**src/rtl/instr_fetch_pkg.sv**
```systemverilog
// Shared types and constants for the fetch stage and its consumers in decode.
package instr_fetch_pkg;

  typedef logic [31:0] word_addr_t;

  typedef enum logic [1:0] {
    FETCH = 2'd0,
    HOLD  = 2'd1,
    DROP  = 2'd2
  } fetch_state_t;

  localparam logic [31:0] DEFAULT_NOP_INSTR = 32'h0000_0000;
  localparam word_addr_t  DEFAULT_RESET_PC  = 32'h0000_0000;

  // Word addresses wrap naturally at 2^32.
  function automatic word_addr_t next_word_addr(input word_addr_t addr);
    return addr + 32'd1;
  endfunction

endpackage

```
**src/rtl/instr_fetch_if_id_reg.sv**
```systemverilog
// IF/ID pipeline register: reset > flush (bubble) > hold > load; no load also yields a bubble.
module if_id_reg
  import instr_fetch_pkg::*;
#(
  parameter logic [31:0] NOP_INSTR = DEFAULT_NOP_INSTR
) (
  input  logic        clk,
  input  logic        reset,
  input  logic        flush_i,
  input  logic        hold_i,
  input  logic        load_i,
  input  logic [31:0] instr_i,
  input  word_addr_t  pc_i,
  output logic [31:0] instr_o,
  output word_addr_t  pc_o,
  output logic        valid_o
);

  logic [31:0] instr_q, instr_d;
  word_addr_t  pc_q, pc_d;
  logic        valid_q, valid_d;

  always_comb begin
    instr_d = instr_q;
    pc_d    = pc_q;
    valid_d = valid_q;
    if (flush_i) begin
      instr_d = NOP_INSTR;
      pc_d    = 32'd0;
      valid_d = 1'b0;
    end else if (hold_i) begin
      instr_d = instr_q;
      pc_d    = pc_q;
      valid_d = valid_q;
    end else if (load_i) begin
      instr_d = instr_i;
      pc_d    = pc_i;
      valid_d = 1'b1;
    end else begin
      instr_d = NOP_INSTR;
      pc_d    = 32'd0;
      valid_d = 1'b0;
    end
  end

  always_ff @(posedge clk) begin
    if (reset) begin
      instr_q <= NOP_INSTR;
      pc_q    <= 32'd0;
      valid_q <= 1'b0;
    end else begin
      instr_q <= instr_d;
      pc_q    <= pc_d;
      valid_q <= valid_d;
    end
  end

  assign instr_o = instr_q;
  assign pc_o    = pc_q;
  assign valid_o = valid_q;

endmodule

```
**src/rtl/instr_fetch.sv**
```systemverilog
// Fetch stage: owns the PC, runs the imem req/ready handshake and feeds the IF/ID register.
module instr_fetch
  import instr_fetch_pkg::*;
#(
  parameter word_addr_t  RESET_PC  = DEFAULT_RESET_PC,
  parameter logic [31:0] NOP_INSTR = DEFAULT_NOP_INSTR
) (
  input  logic        clk,
  input  logic        reset,
  input  logic        stall,
  input  logic        redirect_valid,
  input  word_addr_t  redirect_target,
  output logic        imem_req,
  output word_addr_t  imem_addr,
  input  logic        imem_ready,
  input  logic [31:0] imem_rdata,
  output logic [31:0] instr_out,
  output word_addr_t  pc_out,
  output logic        valid_out
);

  fetch_state_t state_q, state_d;
  word_addr_t   fetch_pc_q, fetch_pc_d;
  word_addr_t   pending_pc_q, pending_pc_d;
  logic [31:0]  skid_instr_q, skid_instr_d;
  logic         load_s;
  logic [31:0]  load_instr_s;

  always_comb begin
    state_d      = state_q;
    fetch_pc_d   = fetch_pc_q;
    pending_pc_d = pending_pc_q;
    skid_instr_d = skid_instr_q;
    load_s       = 1'b0;
    load_instr_s = imem_rdata;
    case (state_q)
      FETCH: begin
        load_s = imem_ready;
        if (imem_ready) begin
          if (redirect_valid) begin
            fetch_pc_d = redirect_target;
          end else if (stall) begin
            skid_instr_d = imem_rdata;
            state_d      = HOLD;
          end else begin
            fetch_pc_d = next_word_addr(fetch_pc_q);
          end
        end else if (redirect_valid) begin
          // Request stays up at the old address; its data is thrown away later.
          pending_pc_d = redirect_target;
          state_d      = DROP;
        end else begin
          state_d = FETCH;
        end
      end
      HOLD: begin
        load_s       = 1'b1;
        load_instr_s = skid_instr_q;
        if (redirect_valid) begin
          fetch_pc_d = redirect_target;
          state_d    = FETCH;
        end else if (!stall) begin
          fetch_pc_d = next_word_addr(fetch_pc_q);
          state_d    = FETCH;
        end else begin
          state_d = HOLD;
        end
      end
      DROP: begin
        if (imem_ready) begin
          // A redirect arriving on the completing cycle is the newest target.
          fetch_pc_d = redirect_valid ? redirect_target : pending_pc_q;
          state_d    = FETCH;
        end else if (redirect_valid) begin
          pending_pc_d = redirect_target;
        end else begin
          state_d = DROP;
        end
      end
      default: begin
        state_d = FETCH;
      end
    endcase
  end

  always_ff @(posedge clk) begin
    if (reset) begin
      state_q      <= FETCH;
      fetch_pc_q   <= RESET_PC;
      pending_pc_q <= 32'd0;
      skid_instr_q <= 32'd0;
    end else begin
      state_q      <= state_d;
      fetch_pc_q   <= fetch_pc_d;
      pending_pc_q <= pending_pc_d;
      skid_instr_q <= skid_instr_d;
    end
  end

  assign imem_req  = !reset && (state_q != HOLD);
  assign imem_addr = fetch_pc_q;

  if_id_reg #(
    .NOP_INSTR(NOP_INSTR)
  ) u_if_id (
    .clk    (clk),
    .reset  (reset),
    .flush_i(redirect_valid),
    .hold_i (stall),
    .load_i (load_s),
    .instr_i(load_instr_s),
    .pc_i   (next_word_addr(fetch_pc_q)),
    .instr_o(instr_out),
    .pc_o   (pc_out),
    .valid_o(valid_out)
  );

endmodule

```
**config.mk**
```make
export PLATFORM = sky130hd
export DESIGN_NAME = instr_fetch
export DESIGN_NICKNAME = d
export VERILOG_FILES = /design/src/rtl/instr_fetch_pkg.sv /design/src/rtl/instr_fetch_if_id_reg.sv /design/src/rtl/instr_fetch.sv
export SDC_FILE = /design/constraint.sdc
export NUM_CORES = 1
export LEC_CHECK = 0
export CORE_UTILIZATION = 45
export CTS_CLUSTER_DIAMETER = 30
export DETAILED_ROUTE_END_ITERATION = 10
export GPL_ROUTABILITY_DRIVEN = 0
export PLACE_DENSITY = 0.78
export SLEW_MARGIN = 20
export SYNTH_ARGS = -nofsm -noshare
export SYNTH_HDL_FRONTEND = slang
export SYNTH_SLANG_ARGS = --single-unit
```
**constraint.sdc**
```tcl
create_clock -name clk -period 2 [get_ports clk]
set_input_delay 0.3 -clock clk [delete_from_list [all_inputs] [get_ports clk]]
set_output_delay 0.3 -clock clk [all_outputs]
set_load 0.005 [all_outputs]
```
Word level (Yosys, flattened, before mapping)
Index checks and enable logic that the tools add are counted.
{"block": "op_classes", "eq_ne": 8, "addsub": 1, "n_mux": 20, "n_bitwise": 2, "reduce_logical": 10}
{"cell": "$mux 32", "count": 8}
{"cell": "$pmux 32 s3", "count": 1}
{"cell": "$add 32x1->32 const B", "count": 1}
{"cell": "$mux 2", "count": 6}
{"cell": "$ne 3x3->1 const B", "count": 3}
{"cell": "$pmux 2 s3", "count": 1}
{"cell": "$reduce_and 3->1", "count": 2}
{"cell": "$ne 2x2->1 const B", "count": 2}
{"cell": "$reduce_and 4->1", "count": 1}
{"cell": "$reduce_or 2->1", "count": 2}
{"cell": "$mux 1", "count": 3}
{"cell": "$reduce_bool 3->1", "count": 1}
{"cell": "$eq 2x1->1 const B", "count": 1}
{"cell": "$eq 2x2->1 const B", "count": 1}
{"cell": "$logic_not 2->1", "count": 1}
{"cell": "$ne 2x1->1 const B", "count": 1}
{"cell": "$not 1->1", "count": 2}
{"cell": "$pmux 1 s2", "count": 1}
{"cell": "$reduce_and 2->1", "count": 1}
{"cell": "$logic_and 1x1->1", "count": 1}
{"cell": "$logic_not 1->1", "count": 1}
{"block": "word_totals", "elab_cells": 48, "reg_bits": 163, "inputBits": 69, "output_inout_bits": 98}

Logic depth before layout (Yosys ltp)
Gate-level depths: netlist of run 1.
{"block": "logic_depth", "word_depth": 5, "ltp_mapped": 8}

Modules after synthesis
A second synthesis of run 1 with hierarchy kept.
{"block": "hier_totals", "cells_unflattened": 985, "hier_area_um2": 8094.0}
{"mod": "instr_fetch", "area_per_inst_um2": 5360.1, "cells_per_inst": 697, "instances": 1}
{"mod": "if_id_reg", "area_per_inst_um2": 2733.9, "cells_per_inst": 288, "instances": 1}

Worst setup path after synthesis of run 1
OpenSTA, ideal clock, no wires.
{"block": "synth_timing", "path_type": "register -> register", "start": "register fetch_pc_q[0], in the netlist imem_addr[0]", "end": "register fetch_pc_q[22], in the netlist imem_addr[22]", "arrival_ns": 1.905, "t_required_ns": 1.878, "path_slack_ns": -0.027, "stages_incl_launch_ff": 7, "synth_period_minus_slack_ns": 2.027, "path_cell_list": "dfxtp_1 -> ha_1 -> nand3_1 -> nor3_4 -> buf_4 -> nand3_1 -> a311o_1"}
{"block": "synth_via", "elab_chain_cells": 5}
{"element": "start: declaration", "line_no": "instr_fetch.sv:23", "text": "word_addr_t fetch_pc_q, fetch_pc_d;"}
{"element": "start signal: assignment", "line_no": "instr_fetch.sv:94", "text": "fetch_pc_q <= fetch_pc_d;"}
{"element": "$add 32x1->32 (*)", "line_no": "instr_fetch_pkg.sv:17", "text": "return addr + 32'd1;"}
{"element": "$mux 32 (*)", "line_no": "instr_fetch.sv:42, instr_fetch.sv:62"}
{"element": "$mux 32 (*)", "line_no": "instr_fetch.sv:59", "text": "if (redirect_valid) begin"}
{"element": "$mux 32", "line_no": "instr_fetch.sv:39", "text": "if (imem_ready) begin"}
{"element": "$pmux 32 s3 (*)", "line_no": "instr_fetch.sv:36", "text": "case (state_q)"}
Mark *: on every way between the ends. The rest lies on a longest branch, timed or not. The select of a mux whose other input is x is not followed.
A chain may end at the register's enable or synchronous reset.

Worst setup path in the final report of run 1
{"block": "layout_timing", "start": "register fetch_pc_q[3], in the netlist imem_addr[3]", "end": "register fetch_pc_q[21], in the netlist imem_addr[21]"}
Same word-level chain as after synthesis.

==> key figures, run 1 <==
Run status
  – Status: completed

Routing
  – Post-Route WL: 22600 um
  – ANT nets after route: 0
  – Routed WL per cell: 16.4 um
  – DR vias/cell: 5.54
  – TritonRoute pass-1 iters: 6
  – DR vias: 7666
  – Residual DRC count: 0
  – 1st-iter DRT viols: 741

Layout
  – Syn-to-layout area delta: 40.8%
  – Area occupied by multi-input gates: 3740 um2
  – Ant diodes: 0
  – Filler Cell Count: 1327
  – Share of cells above drive strength 1: 12.2%
  – Register area: 3270 um2
  – Final instance area: 10300 um2
  – Fin nets: 1226

STA
  – Clk_skew: 10.9 ps
  – Actual slew at the worst max-slew pin: 536 ps
  – Pins Over Slew Limit: 0
  – Slew headroom: 63.9%
  – Period utilisation layout: 95.6%
  – Min cycle time layout: 1910 ps
  – Final hold vios: 0
  – Unrepaired setup endpoints after global routing: false
  – # setup viols final: 0
  – Hold WS: 237 ps
  – Peak Freq: 523 MHz
  – Setup TNS: 0 ps

Clocking
  – Post-cts hold buffer count: 0
  – CTS root buf: clkbuf_16
  – Longest Clk Path Bufs: 2
  – Clock slew seen by the registers of the worst setup and hold paths: 60 ps
  – Clk Latency, worst-skew pair: 430 ps
  – CTS tree: yes
  – CTS sink cnt: 163
  – Htree depth: 4
  – Total CTS buffers: 17

Synth
  – Ys async rst share: 0%
  – Net Count, Synth: 1030
  – Post-synth top area share: 44.8%
  – Ys Warns: 0
  – Post-synthesis cell count: 960
  – Main synth FF type: dfxtp_1
  – Sequential area share after synthesis: 44.8%
  – Synth area leader: dfxtp_1
  – Commonest cells in the netlist: 250 x nand2_1, 163 x dfxtp_1, 148 x a21oi_1, 74 x nor2_1, 63 x clkbuf_1
  – Most common cell in the netlist: nand2_1
  – Ranking of synthesized cells by area: dfxtp_1 45%, nand2_1 13%, a21oi_1 10%
  – Cell Area, Synth: 7290 um2
  – Number of synthesized flops with an enable pin: 0
  – Synth Area per Inst: 7.59 um2
  – Unique masters post-synth: 57
  – Flops & latches, synth: 163

Setup path
  – Startpoint types: register
  – Worst path required time: 2360 ps
  – Setup CP Type: reg2reg
  – CP arrival: 2270 ps
  – Flop-to-flop setup slack: 90 ps
  – CP endpoint kind: register
  – Critical path peak fanout: 7

Global routing
  – Largest net degree at the start of global routing: 102
  – Global-route wire length before repair: 35700 um
  – Vias in the first global route: 6929
  – Initial antenna violation count: 0
  – GRT Residual Overflow: 0
  – GRT Total Usage: 27.6%

Power
  – Lkg Pwr: 0.00383 uW
  – PD cells: 740 nW/um2
  – Peak supply drop: 638 uV
  – Post-layout power: 7590 uW

Place
  – Post-DP HPWL: 15700 um
  – PortBufs: 166
  – DP Area: 9680 um2

Floorplan
  – Die area: 16700 um2
  – Core Region: 15800 um2
  – Chip Width: 129 um
  – Die Ht: 129 um
  – Starting Density: 46.0%
  – IO Pins: 167
  – # rows: 46

Hold path
  – Hold Crit Class: in2reg

Flow run
  – Max cap viols: 0
==> report_power, final <==
part	internal, uW	leakage, uW	total (uW)	switching, uW
clock network	1670	0.000255	2990	1320
logic	556	0.00224	1130	572
registers	3370	0.00133	3470	91.9
==> layer usage <==
layer  track usage, %  share of wire [%]
met1             37.7                 43
met2             41.5                 45
met3             5.57                8.6
met4             13.2                3.4
met5                0                  0
==> sequential cells by signal, indices dropped and copies added (netlist names) <==
name and count:
imem_addr 32, pending_pc_q 32, skid_instr_q 32, u_if_id.instr_o 32, u_if_id.pc_o 32, state_q 2
u_if_id.valid_o 1
==> cells in the final DEF, fill, tap and decap left out, types with 3 or more instances in the layout <==
cell	instances
nand4_1	6
a221o_1	6
clkbuf_8	3
nor2_1	73
o211ai_1	6
a311o_1	6
a211o_1	5
a21oi_1	148
clkinv_2	3
o21ai_0	41
nor3b_1	4
a221oi_1	11
dfxtp_1	161
nand2b_1	6
clkbuf_16	17
clkdlybuf4s50_1	163
xor2_1	17
and4_1	5
inv_1	5
clkinvlp_4	3
nor3_1	18
clkbuf_1	3
o311ai_0	4
nand3b_1	3
nand3_1	21
a22oi_1	13
nand2_1	250
buf_12	9
xnor2_1	8
o32ai_1	6
buf_4	79
or3_1	4
and3_1	12
==> cells by family after synthesis <==
family / count (synthesis) / share of synthesized area (%)
simple gates: 427 / 26.0
compound gates: 260 / 21.3
flops: 163 / 44.8
buf+inv: 83 / 4.58
xor+xnor: 25 / 3.00
mux: 1 / 0.137
fa+ha+maj: 1 / 0.172
==> worst paths after layout <==
kind                                                     from                            end  cells after the start
worst min-delay path                                    stall        state_q[0]$_SDFFE_PP0P_                      3
worst max-delay path                imem_addr[3]$_SDFFE_PP0P_     imem_addr[21]$_SDFFE_PP0P_                      6
worst max register to register      imem_addr[3]$_SDFFE_PP0P_     imem_addr[21]$_SDFFE_PP0P_                      6
worst min register to register  u_if_id.pc_o[13]$_SDFFE_PP0N_  u_if_id.pc_o[13]$_SDFFE_PP0N_                      2
==> stage by stage <==
stage	instances	worst slack, ps	util (%)
finish	1384	88.5	64.8
global route	1384	9.29	64.8
CTS	1383	16.1	64.5
detailed placement	1352	-233	61.1
global placement	1352	-163	61.1
floorplan	960	35.4	-
==> cell type report <==
class | instances | share of cell area, %
Clock buffer | 23 | 4.66
Clock inverter | 8 | 0.537
Inverter | 6 | 0.220
Multi-Input combinational cell | 714 | 36.4
Sequential cell | 163 | 31.8
Tap cell | 216 | 2.63
Timing Repair Buffer | 254 | 23.7
==> critical path: stages, from the launching register on <==
cell and delay, ps:
dfxtp_1 460, nand4_1 240, nor3_4 270, buf_12 150, nand3_2 110, or4_1 420
a31oi_1 180
==> what timing repair did <==
item / CTS / global route
setup endpoints to repair: 3 / 13
pin swaps: 0 / 1
resized for setup: 2 / 8
setup buffers: 0 / 1
No activity file was read; power rests on OpenSTA's default activity.
==> inputs of run 2 (changes only) <==
--- a/config.mk
+++ b/config.mk
@@ -5,11 +5,12 @@
 export SDC_FILE = /design/constraint.sdc
 export NUM_CORES = 1
 export LEC_CHECK = 0
-export CORE_UTILIZATION = 45
+export CORE_MARGIN = 2
+export CORE_UTILIZATION = 40
 export CTS_CLUSTER_DIAMETER = 30
 export DETAILED_ROUTE_END_ITERATION = 10
 export GPL_ROUTABILITY_DRIVEN = 0
-export PLACE_DENSITY = 0.78
+export PLACE_DENSITY = 0.71
 export SLEW_MARGIN = 20
 export SYNTH_ARGS = -nofsm -noshare
 export SYNTH_HDL_FRONTEND = slang
==> key figures, run 2 (synthesis results as in run 1) <==
Clocking
  – CTS root buf: clkbuf_16 (unchanged)
  – Total CTS buffers: 17 (unchanged)
  – Post-cts hold buffer count: 0 (unchanged)
  – Htree depth: 4 (unchanged)
  – CTS tree: yes (unchanged)
  – Post-CTS setup repair buffer count: 0 (unchanged)
  – Clk Latency, worst-skew pair: 430 ps (about the same)
  – Clock slew seen by the registers of the worst setup and hold paths: 70 ps (was 60 ps)
  – Longest Clk Path Bufs: 2 (unchanged)
  – CTS sink cnt: 163 (unchanged)

Floorplan
  – Die Ht: 139 um (was 129 um)
  – Chip Width: 139 um (was 129 um)
  – Starting Density: 40.7% (was 46.0%)
  – Core Region: 17900 um2 (was 15800 um2)
  – # rows: 49 (was 46)
  – IO Pins: 167 (unchanged)
  – Die area: 19300 um2 (was 16700 um2)

Setup path
  – FF-to-FF path depth: 7 (was 6)
  – R2r endpoint: imem_addr[30]$_SDFFE_PP0P_ (was imem_addr[21]$_SDFFE_PP0P_)
  – CP endpoint kind: register (unchanged)
  – CP peak stage delay: 470 ps (was 460 ps)
  – Setup CP Type: reg2reg (unchanged)
  – Flop-to-flop setup slack: 100 ps (was 90 ps)
  – Startpoint types: register (unchanged)
  – Worst path required time: 2360 ps (about the same)
  – Worst reg2reg startpoint: imem_addr[0]$_SDFFE_PP0P_ (was imem_addr[3]$_SDFFE_PP0P_)
  – Critical path peak fanout: 14 (was 7)
  – Crit-path cells: ha_2 > nand3_2 > nor3_4 > buf_12 > nand3_4 > or4_1 > a31oi_1 (was nand4_1 > nor3_4 > buf_12 > nand3_2 > or4_1 > a31oi_1)
  – Slowest-stage cell, CP: or4_1 (was dfxtp_1)
  – CP arrival: 2260 ps (was 2270 ps)

STA
  – Min cycle time layout: 1900 ps (was 1910 ps)
  – Final hold vios: 0 (unchanged)
  – Pins Over Slew Limit: 0 (unchanged)
  – Peak Freq: 526 MHz (was 523 MHz)
  – Actual slew at the worst max-slew pin: 704 ps (was 536 ps)
  – Period utilisation layout: 95.1% (was 95.6%)
  – Hold WS: 316 ps (was 237 ps)
  – Slew headroom: 52.9% (was 63.9%)
  – # setup viols final: 0 (unchanged)
  – Clk_skew: 12.8 ps (was 10.9 ps)

Global routing
  – Vias in the first global route: 7053 (was 6929)
  – GRT Total Usage: 23.5% (was 27.6%)
  – Largest net degree at the start of global routing: 55 (was 102)
  – GRT Residual Overflow: 0 (unchanged)
  – Global-route wire length before repair: 36900 um (was 35700 um)
  – Initial antenna violation count: 0 (unchanged)

Layout
  – Syn-to-layout area delta: 42.7% (was 40.8%)
  – Ant diodes: 0 (unchanged)
  – Final instance area: 10400 um2 (was 10300 um2)
  – Filler Cell Count: 1632 (was 1327)
  – Most frequent cells in the layout: 250 x nand2_1, 163 x clkdlybuf4s50_1, 162 x dfxtp_1, 148 x a21oi_1 (was 250 x nand2_1, 163 x clkdlybuf4s50_1, 161 x dfxtp_1, 148 x a21oi_1, 79 x buf_4)
  – Fin nets: 1224 (was 1226)
  – Share of cells above drive strength 1: 11.8% (was 12.2%)
  – Cell Count, Final, Fillers Out: 1396 (was 1384)
  – Final Core Density: 58.1% (was 64.8%)
  – Commonest non-fill, non-tap cell in the layout: nand2_1 (unchanged)

Hold path
  – Hold Crit Class: in2reg (unchanged)
  – Hold depth: 4 (was 3)
  – Startpoint of the worst hold path: stall (unchanged)
  – Hold Path End: state_q[0]$_SDFFE_PP0P_ (unchanged)

Power
  – Peak supply drop: 629 uV (was 638 uV)
  – PD cells: 784 nW/um2 (was 740 nW/um2)
  – Post-layout power: 8160 uW (was 7590 uW)
  – Lkg Pwr: 0.00388 uW (was 0.00383 uW)

Run status
  – Status: completed (unchanged)

Place
  – DP Area: 9750 um2 (was 9680 um2)
  – Post-DP HPWL: 15800 um (was 15700 um)
  – Placed Cells: 1364 (was 1352)
  – PortBufs: 166 (unchanged)

Routing
  – DR vias: 7615 (was 7666)
  – Routed WL per cell: 16.4 um (about the same)
  – TritonRoute pass-1 iters: 5 (was 6)
  – DR vias/cell: 5.45 (was 5.54)
  – Residual DRC count: 0 (unchanged)
  – 1st-iter DRT viols: 602 (was 741)
  – ANT nets after route: 0 (unchanged)
  – Post-Route WL: 22900 um (was 22600 um)

Flow run
  – Max cap viols: 0 (unchanged)
==> run 2: cell types whose count changed in the layout (fill, tap and decap cells not counted), sizes merged <==
cell,delta
bufinv,+4
clkinv,-2
buf,-2
inv,+7
clkinvlp,-3
clkbuf,-5
==> run 2: repair_timing <==
item | 4_1_cts | 5_1_grt
endpoints found under the hold margin | 0 | 0
endpoints found under the setup margin | 1 | 2
pin swaps | 0 | 1
resized for setup | 1 | 3
cloned | 0 | 0
==> run 2: layout make-up <==
class / instances / area, um2 / area share [%]
multi-input combinational: 714 / 3720 / 35.8
inverter: 6 / 22.5 / 0.217
timing repair buffer: 252 / 2460 / 23.7
sequential: 163 / 3260 / 31.4
tap: 229 / 287 / 2.75
clock buffer: 18 / 429 / 4.13
clock inverter: 14 / 215 / 2.07
==> run 2: worst max-delay path: cells and delay by family (launching register included) <==
family / cells / cell delay (ps)
adders and majority gates: 1 / 200
and+or+nand+nor: 4 / 890
DFF: 1 / 380
buffers and inverters: 1 / 180
AOI/OAI and AO/OA: 1 / 170
==> run 2: worst max path at each step <==
stage,startpoint,endpoint,slack (ps),depth (start not counted)
6_report,imem_addr[0]$_SDFFE_PP0P_,imem_addr[30]$_SDFFE_PP0P_,100,7
5_1_grt,imem_addr[1]$_SDFFE_PP0P_,imem_addr[30]$_SDFFE_PP0P_,-0.4,7
4_1_cts,imem_addr[0]$_SDFFE_PP0P_,imem_addr[30]$_SDFFE_PP0P_,30,7
3_5_place_dp,redirect_valid,imem_addr[26]$_SDFFE_PP0P_,-260,7
3_3_place_gp,redirect_valid,imem_addr[22]$_SDFFE_PP0P_,-190,7
2_1_floorplan,imem_addr[0]$_SDFFE_PP0P_,imem_addr[22]$_SDFFE_PP0P_,40,6
==> run 2: metrics by stage <==
stage | TNS (ps) | setup WS [ps]
global placement | -7000 | -190
CTS | 0 | 32.6
detailed placement | -8760 | -255
global route | -0.388 | -0.388
floorplan | 0 | 35.4
finish | 0 | 98.5
==> run 2: power by group <==
group          internal, uW  switching, uW  leakage, uW
combinational           558            569      0.00224
clock                  2140           1430     0.000316
sequential             3370           88.6      0.00133
==> run 2: per-layer routing <==
layer | wire length, um | global-route usage, %
met1 | 10400 | 31.9
met2 | 10600 | 37.0
met3 | 1370 | 5.42
met4 | 559 | 7.76
met5 | 0 | 0
